## src/rtl/bp_trig_gen.sv

```systemverilog
// bp_trig_gen: transmit side of the bottle-print trigger interface.
// Debounces the electric eye, or uses an internal self-test ticker, and produces
// the arm/clear/trigger strobes plus road/cycle indices for the bottle-print block.
// Accepted triggers are followed by a hold-off window; events inside that window
// are counted as overruns instead of being emitted.
module bp_trig_gen #(
  parameter int DEBOUNCE_CYC = 16,
  parameter int HOLDOFF_CYC  = 1000
) (
  input  logic        clk_100,
  input  logic        nRST,
  input  logic        run_en,
  input  logic        self_test,
  input  logic        eye_in,
  input  logic [15:0] test_period,
  input  logic [7:0]  road_max,
  input  logic [7:0]  cycle_max,
  output logic        dianyan_en,
  output logic        b_p_clr,
  output logic        valid_edge_f1,
  output logic [7:0]  b_p_road_num,
  output logic [7:0]  b_p_cycle_num,
  output logic        busy,
  output logic [7:0]  overrun_cnt
);

  localparam int DB_W = $clog2(DEBOUNCE_CYC + 1);
  localparam int HO_W = $clog2(HOLDOFF_CYC + 1);
  localparam logic [DB_W-1:0] DB_LAST = DB_W'(DEBOUNCE_CYC - 1);
  localparam logic [HO_W-1:0] HO_LAST = HO_W'(HOLDOFF_CYC - 1);

  typedef enum logic [1:0] {IDLE, CLR, ARM, HOLD} state_t;

  state_t          state;
  logic            run_en_d;
  logic [HO_W-1:0] hold_cnt;

  logic            eye_p0;
  logic            eye_p1;
  logic            db_lvl_p2;
  logic            db_lvl_p3;
  logic            eye_vld_p4;
  logic [DB_W-1:0] db_cnt;

  logic [15:0]     tick_cnt;
  logic            ticking;
  logic            tick;
  logic            evt;

  // Saturating overrun increment; the counter sticks at 255.
  function automatic logic [7:0] sat_inc8(input logic [7:0] v);
    return (v == 8'hFF) ? 8'hFF : v + 8'd1;
  endfunction

  // Next {cycle, road}; >= lets a live shrink of the limits wrap on the next bottle.
  function automatic logic [15:0] next_idx(input logic [7:0] road, input logic [7:0] cyc,
                                           input logic [7:0] rmax, input logic [7:0] cmax);
    logic [7:0] cyc_n;
    if (road >= rmax) begin
      cyc_n = (cyc >= cmax) ? 8'd0 : cyc + 8'd1;
      return {cyc_n, 8'd0};
    end
    return {cyc, road + 8'd1};
  endfunction

  // Eye path: 2-FF synchroniser (p0/p1), debounced level (p2), rising-edge event (p4).
  always_ff @(posedge clk_100) begin
    if (!nRST) begin
      eye_p0     <= 1'b0;
      eye_p1     <= 1'b0;
      db_lvl_p2  <= 1'b0;
      db_lvl_p3  <= 1'b0;
      eye_vld_p4 <= 1'b0;
      db_cnt     <= '0;
    end else begin
      eye_p0 <= eye_in;
      eye_p1 <= eye_p0;
      if (eye_p1 != db_lvl_p2) begin
        if (db_cnt == DB_LAST) begin
          db_lvl_p2 <= eye_p1;
          db_cnt    <= '0;
        end else begin
          db_cnt <= db_cnt + DB_W'(1);
        end
      end else begin
        db_cnt <= '0;
      end
      db_lvl_p3  <= db_lvl_p2;
      eye_vld_p4 <= db_lvl_p2 & ~db_lvl_p3;
    end
  end

  // Self-test ticker runs only while armed or holding off; test_period 0 disables ticks.
  always_comb begin
    ticking = self_test && ((state == ARM) || (state == HOLD));
    tick    = ticking && (test_period != 16'd0) && (tick_cnt >= test_period - 16'd1);
    evt     = self_test ? tick : eye_vld_p4;
  end

  // Ticker counter, restarted at every run start.
  always_ff @(posedge clk_100) begin
    if (!nRST) begin
      tick_cnt <= '0;
    end else if (state == CLR) begin
      tick_cnt <= '0;
    end else if (ticking) begin
      tick_cnt <= tick ? 16'd0 : tick_cnt + 16'd1;
    end
  end

  // Control FSM with registered strobes, indices and overrun counter.
  always_ff @(posedge clk_100) begin
    if (!nRST) begin
      state         <= IDLE;
      run_en_d      <= 1'b0;
      hold_cnt      <= '0;
      dianyan_en    <= 1'b0;
      b_p_clr       <= 1'b0;
      valid_edge_f1 <= 1'b0;
      b_p_road_num  <= 8'd0;
      b_p_cycle_num <= 8'd0;
      busy          <= 1'b0;
      overrun_cnt   <= 8'd0;
    end else begin
      run_en_d      <= run_en;
      valid_edge_f1 <= 1'b0;
      b_p_clr       <= 1'b0;
      if (valid_edge_f1) begin
        {b_p_cycle_num, b_p_road_num} <= next_idx(b_p_road_num, b_p_cycle_num,
                                                  road_max, cycle_max);
      end
      case (state)
        IDLE: begin
          if (run_en && !run_en_d) begin
            state         <= CLR;
            b_p_clr       <= 1'b1;
            busy          <= 1'b1;
            b_p_road_num  <= 8'd0;
            b_p_cycle_num <= 8'd0;
            overrun_cnt   <= 8'd0;
          end
        end
        CLR: begin
          if (!run_en) begin
            state      <= IDLE;
            dianyan_en <= 1'b0;
            busy       <= 1'b0;
          end else begin
            state         <= ARM;
            dianyan_en    <= 1'b1;
            b_p_road_num  <= 8'd0;
            b_p_cycle_num <= 8'd0;
            overrun_cnt   <= 8'd0;
          end
        end
        ARM: begin
          if (!run_en) begin
            state      <= IDLE;
            dianyan_en <= 1'b0;
            busy       <= 1'b0;
          end else if (evt) begin
            state         <= HOLD;
            valid_edge_f1 <= 1'b1;
            hold_cnt      <= '0;
          end
        end
        HOLD: begin
          if (!run_en) begin
            state      <= IDLE;
            dianyan_en <= 1'b0;
            busy       <= 1'b0;
          end else begin
            if (evt) begin
              overrun_cnt <= sat_inc8(overrun_cnt);
            end
            if (hold_cnt == HO_LAST) begin
              state <= ARM;
            end else begin
              hold_cnt <= hold_cnt + HO_W'(1);
            end
          end
        end
        default: begin
          state      <= IDLE;
          dianyan_en <= 1'b0;
          busy       <= 1'b0;
        end
      endcase
    end
  end

endmodule

```

## config.mk

```make
export PLATFORM = sky130hd
export DESIGN_NAME = bp_trig_gen
export DESIGN_NICKNAME = d
export VERILOG_FILES = /design/src/rtl/bp_trig_gen.sv
export SDC_FILE = /design/constraint.sdc
export NUM_CORES = 1
export LEC_CHECK = 0
export BUFFER_PORTS_ARGS = -buffer_cell sky130_fd_sc_hd__buf_2
export CAP_MARGIN = 5
export CORE_MARGIN = 2
export CORE_UTILIZATION = 60
export CTS_CLUSTER_DIAMETER = 40
export DETAILED_ROUTE_END_ITERATION = 12
export GPL_ROUTABILITY_DRIVEN = 0
export PLACE_DENSITY = 0.84
export SLEW_MARGIN = 20
export SYNTH_ARGS = -nofsm -noshare
export SYNTH_HDL_FRONTEND = slang
export SYNTH_SLANG_ARGS = --single-unit
```

## constraint.sdc

```tcl
create_clock -name clk_100 -period 8.05 [get_ports clk_100]
set_input_delay 0.805 -clock clk_100 [delete_from_list [all_inputs] [get_ports clk_100]]
set_output_delay 0.805 -clock clk_100 [all_outputs]
set_load 0.05 [all_outputs]
```

# Word-level counts from Yosys, hierarchy flattened
# Index checks and enable logic that the tools add are counted.
# word_totals
register_bits	67
latch_bits	0
ramBits	0
mem_bits_ro	0
in_bits	37
output_inout_bits	28
wordCells	113
mem_count	0
# op_classes
n_addsub	7
n_mul	0
div_mod_pow	0
magnitude_cmp	3
eq_ne	18
n_shift	0
n_mux	41
n_bitwise	4
n_reduce_logical	23
# op_table
op	count
8-bit two-way mux	12
16-bit two-way mux	3
10-bit two-way mux	4
8-bit one-hot mux with 2 select lines	2
8-bit by 1-bit adder with 8-bit output (second input constant)	3
8-bit one-hot mux with 3 select lines	1
10-bit one-hot mux with 2 select lines	1
2-bit inequality test (second input constant)	9
16-bit by 1-bit adder with 16-bit output (second input constant)	1
16-bit >= comparator	1
8-bit >= comparator	2
16-bit nonzero test	1
16-bit by 1-bit subtractor with 16-bit output (second input constant)	1
2-bit two-way mux	6
10-bit by 1-bit adder with 10-bit output (second input constant)	1
10-bit == test (second input constant)	1
5-bit AND reduction	2
1-bit two-way mux	9
8-bit == test (second input constant)	1
2-bit one-hot mux with 4 select lines	1
2-bit AND reduction	4
3-bit AND reduction	2
3-bit OR reduction	2
5-bit by 1-bit adder with 5-bit output (second input constant)	1
other kinds (16)	25

# Depth between registers and ports, before layout
# Gate-level depths: netlist of the first run.
# depth
depth_word	9
ltp_mapped	14
depth_no_buf	13

# Worst setup path before layout of the first run
# OpenSTA, ideal clock, no wires.
# synth_timing
path_kind	in2reg
from	input port test_period[3]
to	register overrun_cnt[5]
setup_time_ps	119
arrival_ps	3854
required_time_ps	7931
path_slack_ps	4077
cell_stages	14
n_path_buf	1
cell_sequence	or3_4 > or4_4 > nor3b_4 > nand2b_2 > nor4_2 > xnor2_1 > ha_1 > and4_1 > nand2_1 > nor4_1 > nor3_2 > o31a_1 > buf_4 > o221a_2
# synth_between
elab_chain_len	6
word_cells_on_any_way	8
cone_classes	1 x add/sub; 1 x order compare; 1 x eq/ne; 1 x mux; 4 x reduce/logical
# synth_lines
item	line_no	rtl
start, declared	15	input logic [15:0] test_period,
16-bit by 1-bit subtractor with 16-bit output or 16-bit nonzero test (tied branches)	96	tick = ticking && (test_period != 16'd0) && (tick_cnt >= test_period - 16'd1);
16-bit >= comparator or 1-bit logical AND (tied branches)	96	
1-bit logical AND (*)	96	
1-bit two-way mux (*)	97	evt = self_test ? tick : eye_vld_p4;
2-bit inequality test (no line) (*)	--	
5-bit AND reduction (no line) (*)	--	
end signal, assigned	174	overrun_cnt <= sat_inc8(overrun_cnt);
end, declared	24	output logic [7:0] overrun_cnt
# Every way passes the cells marked *; elsewhere a longest branch is shown, timed or not.
# A chain may end at the register's enable or synchronous reset.

# Final worst setup path of the first run
# layout_timing
from	input port test_period[3]
to	register tick_cnt[5]
# layout_between
elab_chain_len	4
word_cells_on_any_way	6
cone_classes	1 x add/sub; 1 x order compare; 1 x mux; 3 x reduce/logical
# layout_lines
item	line_no	rtl
16-bit by 1-bit subtractor with 16-bit output or 16-bit nonzero test (tied branches)	96	
16-bit >= comparator or 1-bit logical AND (tied branches)	96	
1-bit logical AND (*)	96	
16-bit two-way mux (*)	107	tick_cnt <= tick ? 16'd0 : tick_cnt + 16'd1;
end signal, assigned	107	
end, declared	45	logic [15:0] tick_cnt;
# Marked as above.

==> summary.md, run 1 <==
| Metric | Value |
|---|---|
| Outcome | complete, no violations |
| CP startpoint kind | primary input |
| Yosys top cell by area | dfxtp_1 |
| CP required | 8.31 ns |
| Synth cell count leaders | dfxtp_1, nor2_1, nand2_1, ha_1, inv_1 |
| Slew of the pin with the lowest slew margin | 1.01 ns |
| PortBufs | 64 |
| Post-synth top flop | dfxtp_1 |
| Resized cells post-CTS | 0 |
| PD cells | 133 mW/mm^2 |
| Post-route antenna net violation count | 0 |
| Die width | 87.6 um |
| Setup TNS Final | 0 ns |
| Clock transition at the registers of the reported paths | 0.06 ns |
| Tcrit/Tclk final | 53.8% |
| Post-CTS Hold Fix Bufs | 0 |
| P_leak | 2.18 nW |
| Syn nets | 576 |
| Clk sinks | 67 |
| Grt total ovfl | 0 |
| Post-synth EDFFs | 0 |
| Crit-path max FO | 14 |
| Crit-path cells | buf_2, or3_4, or4_4, nor3b_4, nand2b_2, nor4_2, xnor2_1, ha_1, and4_1, a21oi_1, o221ai_1, nor3_2, o21bai_1, nor2_1 |
| Dpl hpwl | 6.65 mm |
| Worst Path Arrival | 4.59 ns |
| RSZ-0062 raised after global routing | false |
| DR pass1 iterations | 6 |
| H-tree depth | 3 |
| I/O pin count | 65 |
| Ys Warns | 0 |
| Routed len/inst | 13.7 um |
| Area post-placement | 0.00458 mm^2 |
| Power, Total | 0.631 mW |
| Layout Cells excl Fill | 661 |
| Share of cells above drive strength 1 | 16.3% |
| Proportion of synthesized chip area in sequential cells | 32.0% |
| Setup Fix Bufs, Post-CTS | 0 |
| Antenna violations before repair | 0 |
| Drt total wl | 9.09 mm |
| Synth Register Bits | 67 |
| CP peak stage delay | 0.65 ns |
| Num CTS Buffers | 9 |
| Slew HR | 32.8% |
| Area growth syn-to-layout | 12.9% |
| Design Area, Final | 0.00474 mm^2 |
| Syn Std Cell Area | 0.00420 mm^2 |
| Inserted Diodes | 0 |
| DR vias/cell | 5.75 |
| Yosys cell types | 61 |
| DR vias | 3803 |
| CTS Buffer Depth | 2 |
| Total core area | 0.00679 mm^2 |
| Hold crit path type | flop to flop |
| Top cell type's share of synthesized area | 32.0% |
| First-pass GRT wire length | 15.2 mm |
| Vias in the first global route | 3491 |
| Crit-path slowest cell | nor3_2 |
| Max VDD drop | 0.000152 V |
| # rows | 30 |
| Placed cell count | 646 |
| Max-capacitance violation count | 0 |
| Fraction of registers with async set or reset after synthesis | 0% |
| Mean post-synth cell area | 8.41 um^2 |
| Setup-failing EPs final | 0 |
| Largest net degree at the start of global routing | 28 |
| Final core occ | 69.7% |
| Pre-CTS WS | 3.39 ns |
| Synth Instances | 499 |
| DIE AREA | 0.00768 mm^2 |
| Drc violations | 0 |
| Top-count cell post-synth | dfxtp_1 |
| Die height | 87.6 um |
| Root Buffer | clkbuf_8 |
| First DRT Iteration DRCs | 212 |
| Crit. End Element | flop |
| Clock tree from TritonCTS | yes |
| Worst setup margin | 3.72 ns |
| Final Max Tran Viols | 0 |
| Total GRT Usage | 24.5% |
| Clock latency at the later pin of the worst-skew pair | 0.34 ns |
| Final Hold Fails | 0 |
| Final Skew | 0.00700 ns |
| Fill cells | 550 |
| Largest cells by area after synthesis | dfxtp_1, ha_1, nor2_1, xnor2_1, xor2_1 |
| Max Freq | 231 MHz |
| WS Path Type | primary input to flop |
| Final hold slack | 0.402 ns |
| Nets@finish | 638 |
| Final min period | 4.33 ns |
| Initial Util | 61.7% |
==> area by class of cell <==
| cell class | instances | area [um^2] | area share [%] |
|---|---|---|---|
| well taps | 96 | 120 | 2.54 |
| clock inverters | 3 | 15.0 | 0.317 |
| repair buffers | 64 | 320 | 6.76 |
| inverters | 36 | 135 | 2.85 |
| flip-flops and latches | 67 | 1340 | 28.3 |
| multi-input cells | 383 | 2660 | 56.1 |
| clock buffers | 12 | 145 | 3.06 |
==> logic make-up after synthesis <==
family | share of synthesized area (%)
buffers and inverters | 4.65
AO/OA/AOI/OAI | 17.7
multiplexers | 1.43
XOR/XNOR | 7.93
adder cells (fa/ha/maj) | 11.9
AND/OR/NAND/NOR | 24.4
flip-flops | 32.0
==> sequential cells by signal (all words and copies together), names as in the netlist <==
| name | cells |
|---|---|
| b_p_cycle_num | 8 |
| b_p_road_num | 8 |
| tick_cnt | 16 |
| db_cnt | 5 |
| eye_p0 | 1 |
| db_lvl_p3 | 1 |
| hold_cnt | 10 |
| dianyan_en | 1 |
| eye_vld_p4 | 1 |
| run_en_d | 1 |
| state | 2 |
| db_lvl_p2 | 1 |
| valid_edge_f1 | 1 |
| busy | 1 |
| overrun_cnt | 8 |
| eye_p1 | 1 |
| b_p_clr | 1 |
==> critical path, delay by kind of cell <==
family                   cells  cell delay, ns
adder cells (fa/ha/maj)      1            0.26
AO/OA/AOI/OAI                3            0.84
XOR/XNOR                     1            0.16
buffers and inverters        1            0.12
AND/OR/NAND/NOR              8            2.39
==> cell usage in the layout (no fill, tap or decap), drive strengths merged, types with 6 or more instances in the layout <==
master	synthesis	final
a21o	10	10
a21oi	31	31
and2	6	6
and3	13	13
buf	5	64
clkbuf	8	12
dfxtp	67	67
ha	40	40
inv	36	36
mux2i	6	6
nand2	42	42
nand2b	6	6
nand3	17	17
nand4	9	9
nor2	53	53
nor3	8	8
o211a	7	7
o21ai	19	19
or3	11	11
xnor2	19	19
xor2	19	19
==> worst paths after layout <==
kind | start | endpoint | slack [ns] | cells past startpoint
hold / removal | db_lvl_p3 | eye_vld_p4 | 0.40 | 1
setup reg to reg | tick_cnt[0] | tick_cnt[5] | 5.00 | 8
setup / recovery | test_period[3] | tick_cnt[5] | 3.72 | 14
hold reg to reg | db_lvl_p3 | eye_vld_p4 | 0.40 | 1
==> where the power goes <==
group	leakage, nW	internal, mW	total (mW)	switching [mW]
registers	0.541	0.334	0.337	0.00315
clock network	0.0860	0.117	0.234	0.117
logic	1.55	0.0233	0.0594	0.0362
total	2.18	0.474	0.631	0.156
==> metal layers <==
layer	routed length [um]	up-vias	part of all wire (%)	track usage, %
met4	85	0	0.94	6.99
li1	-	1904	-	-
met1	4030	1811	44	28.9
met3	437	9	4.8	7.73
met5	0	-	0	0
met2	4530	79	50	42.8
(Power assumes the default switching activity.)
==> inputs of run 2 (changes only) <==
--- a/config.mk
+++ b/config.mk
@@ -8,11 +8,11 @@
 export BUFFER_PORTS_ARGS = -buffer_cell sky130_fd_sc_hd__buf_2
 export CAP_MARGIN = 5
 export CORE_MARGIN = 2
-export CORE_UTILIZATION = 60
+export CORE_UTILIZATION = 52
 export CTS_CLUSTER_DIAMETER = 40
 export DETAILED_ROUTE_END_ITERATION = 12
 export GPL_ROUTABILITY_DRIVEN = 0
-export PLACE_DENSITY = 0.84
+export PLACE_DENSITY = 0.77
 export SLEW_MARGIN = 20
 export SYNTH_ARGS = -nofsm -noshare
 export SYNTH_HDL_FRONTEND = slang
==> constraint.sdc (replaced) <==
create_clock -name clk_100 -period 3.89 [get_ports clk_100]
set_input_delay 0.389 -clock clk_100 [delete_from_list [all_inputs] [get_ports clk_100]]
set_output_delay 0.389 -clock clk_100 [all_outputs]
set_load 0.05 [all_outputs]
==> summary.md, run 2 (synthesis results as in run 1) <==
| Metric | Value |
|---|---|
| CP peak stage delay | 0.45 ns (was 0.65 ns) |
| RSZ-0062 raised after global routing | false (unchanged) |
| Crit-path cells | buf_2, or3_4, or4_4, nor3b_4, nand2b_2, nor4_2, xnor2_1, ha_1, and4_1, nand2_1, nor4_1, nor3_2, o31a_1, buf_4, o31ai_1 (was buf_2, or3_4, or4_4, nor3b_4, nand2b_2, nor4_2, xnor2_1, ha_1, and4_1, a21oi_1, o221ai_1, nor3_2, o21bai_1, nor2_1) |
| Resized cells post-CTS | 0 (unchanged) |
| Antenna violations before repair | 0 (unchanged) |
| Total GRT Usage | 22.1% (was 24.5%) |
| Final Hold Fails | 0 (unchanged) |
| PortBufs | 64 (unchanged) |
| Nets@finish | 643 (was 638) |
| Setup TNS Final | 0 ns (unchanged) |
| Hold crit path type | primary input to flop (was flop to flop) |
| Die width | 93.8 um (was 87.6 um) |
| DR vias/cell | 5.59 (was 5.75) |
| Switching share of power | 22.8% (was 24.8%) |
| Slew of the pin with the lowest slew margin | 0.941 ns (was 1.01 ns) |
| Setup-failing EPs final | 0 (unchanged) |
| P_leak | 2.22 nW (was 2.18 nW) |
| Final Skew | 0.0139 ns (was 0.00700 ns) |
| Crit-path max FO | 9 (was 14) |
| Largest regs | tick_cnt x16, hold_cnt x10 (unchanged) |
| Max-capacitance violation count | 0 (unchanged) |
| First-pass GRT wire length | 15.8 mm (was 15.2 mm) |
| Dpl hpwl | 6.83 mm (was 6.65 mm) |
| Int Power | 1.12 mW (was 0.474 mW) |
| Drc violations | 0 (unchanged) |
| Die height | 93.8 um (was 87.6 um) |
| Logic gate share of total power | 8.8% (was 9.4%) |
| Outcome | complete, no violations (unchanged) |
| Area growth syn-to-layout | 15.1% (was 12.9%) |
| Clk sinks | 67 (unchanged) |
| Slew HR | 37.3% (was 32.8%) |
| Share of cells above drive strength 1 | 16.8% (was 16.3%) |
| DIE AREA | 0.00880 mm^2 (was 0.00768 mm^2) |
| Post-route antenna net violation count | 0 (unchanged) |
| Tcrit/Tclk final | 90.8% |
| Final Max Tran Viols | 0 (unchanged) |
| Max reg flops | 16 (unchanged) |
| DR vias | 3756 (was 3803) |
| DR pass1 iterations | 4 (was 6) |
| Max VDD drop | 0.000171 V (was 0.000152 V) |
| Post-CTS Hold Fix Bufs | 0 (unchanged) |
| Most frequent cells in the layout | dfxtp_1, buf_2, nor2_1 (unchanged) |
| Crit. End Element | flop (unchanged) |
| CTS Buffer Depth | 2 (unchanged) |
| Sequential power share | 48.1% (was 53.5%) |
| Worst Path Arrival | 3.79 ns (was 4.59 ns) |
| Final core occ | 62.2% (was 69.7%) |
| Drt total wl | 9.08 mm (was 9.09 mm) |
| Final min period | 3.53 ns |
| CP delay by family, top | simple AND/OR/NAND/NOR gates (unchanged) |
| H-tree depth | 3 (unchanged) |
| CP required | 4.15 ns (was 8.31 ns) |
| Max Freq | 283 MHz |
| Clock latency at the later pin of the worst-skew pair | 0.34 ns (about the same) |
| WS Path Type | primary input to flop (unchanged) |
| Root Buffer | clkbuf_8 (unchanged) |
| # rows | 32 (was 30) |
| Crit-path slowest cell | or4_4 (was nor3_2) |
| Clock tree from TritonCTS | yes (unchanged) |
| CP startpoint kind | primary input (unchanged) |
| Largest net degree at the start of global routing | 28 (unchanged) |
| Fill cells | 686 (was 550) |
| Routed len/inst | 13.5 um (was 13.7 um) |
| Most common cell after layout, fill and taps aside | dfxtp_1 (unchanged) |
| PD cells | 300 mW/mm^2 (was 133 mW/mm^2) |
| Top reg by flops | tick_cnt (unchanged) |
| Inserted Diodes | 0 (unchanged) |
| I/O pin count | 65 (unchanged) |
| Clock network power share | 43.2% (was 37.1%) |
| Total core area | 0.00777 mm^2 (was 0.00679 mm^2) |
| First DRT Iteration DRCs | 124 (was 212) |
| Clock transition at the registers of the reported paths | 0.07 ns (was 0.06 ns) |
| Num CTS Buffers | 9 (unchanged) |
| WP buf/inv | 2 (was 1) |
| Vias in the first global route | 3543 (was 3491) |
| Setup Fix Bufs, Post-CTS | 0 (unchanged) |
| Sw power | 0.331 mW (was 0.156 mW) |
| Initial Util | 54.0% (was 61.7%) |
| Grt total ovfl | 0 (unchanged) |
run 2: final timing paths:
| kind | end | slack [ns] | from | depth (start not counted) |
|---|---|---|---|---|
| setup reg to reg | overrun_cnt[0] | 1.28 | tick_cnt[0] | 9 |
| hold reg to reg | eye_vld_p4 | 0.40 | db_lvl_p3 | 1 |
| hold / removal | eye_p0 | 0.25 | eye_in | 2 |
| setup / recovery | overrun_cnt[3] | 0.36 | test_period[3] | 15 |
run 2: power groups by stage:
stage               clock network (mW)  logic (mW)  registers, mW
CTS                              0.638       0.127          0.697
finish                           0.626       0.127          0.697
detailed placement                   0       0.126          0.713
global placement                     0       0.122          0.713
global route                     0.671       0.143          0.698
floorplan                            0      0.0724          0.719
run 2: metrics by stage:
stage	cell area [um^2]	std cells	setup slack, ns	hold WS (ns)	power (mW)
finish	4830	672	0.358	0.251	1.45
global route	4830	672	0.125	0.254	1.51
CTS	4830	672	0.348	0.239	1.46
detailed placement	4620	657	-0.0118	0.390	0.839
global placement	4620	657	0.125	0.373	0.835
floorplan	4200	499	0.333	0.367	0.791
run 2: cell type report:
| class | count | area, um^2 | area share, % |
|---|---|---|---|
| tap | 102 | 128 | 2.64 |
| multi-input combinational | 383 | 2660 | 55.1 |
| inverter | 36 | 135 | 2.80 |
| sequential | 67 | 1340 | 27.8 |
| clock buffer | 13 | 149 | 3.08 |
| timing repair buffer | 69 | 358 | 7.41 |
| clock inverter | 2 | 60.1 | 1.24 |
run 2: worst reg2reg max path, stage by stage, from the launching register on:
cell and delay, ns:
dfxtp_1 0.39, inv_1 0.08, ha_1 0.26, nand2b_1 0.14, a2111oi_0 0.42, nor4_1 0.12, nor3_2 0.50, o31a_1 0.29
buf_4 0.16, mux2i_1 0.18
run 2: per-layer routing:
| layer | wire, um | track usage [%] |
|---|---|---|
| met4 | 73 | 5.31 |
| met3 | 420 | 5.38 |
| met2 | 4400 | 37.3 |
| met5 | 0 | 0 |
| met1 | 4180 | 28.4 |
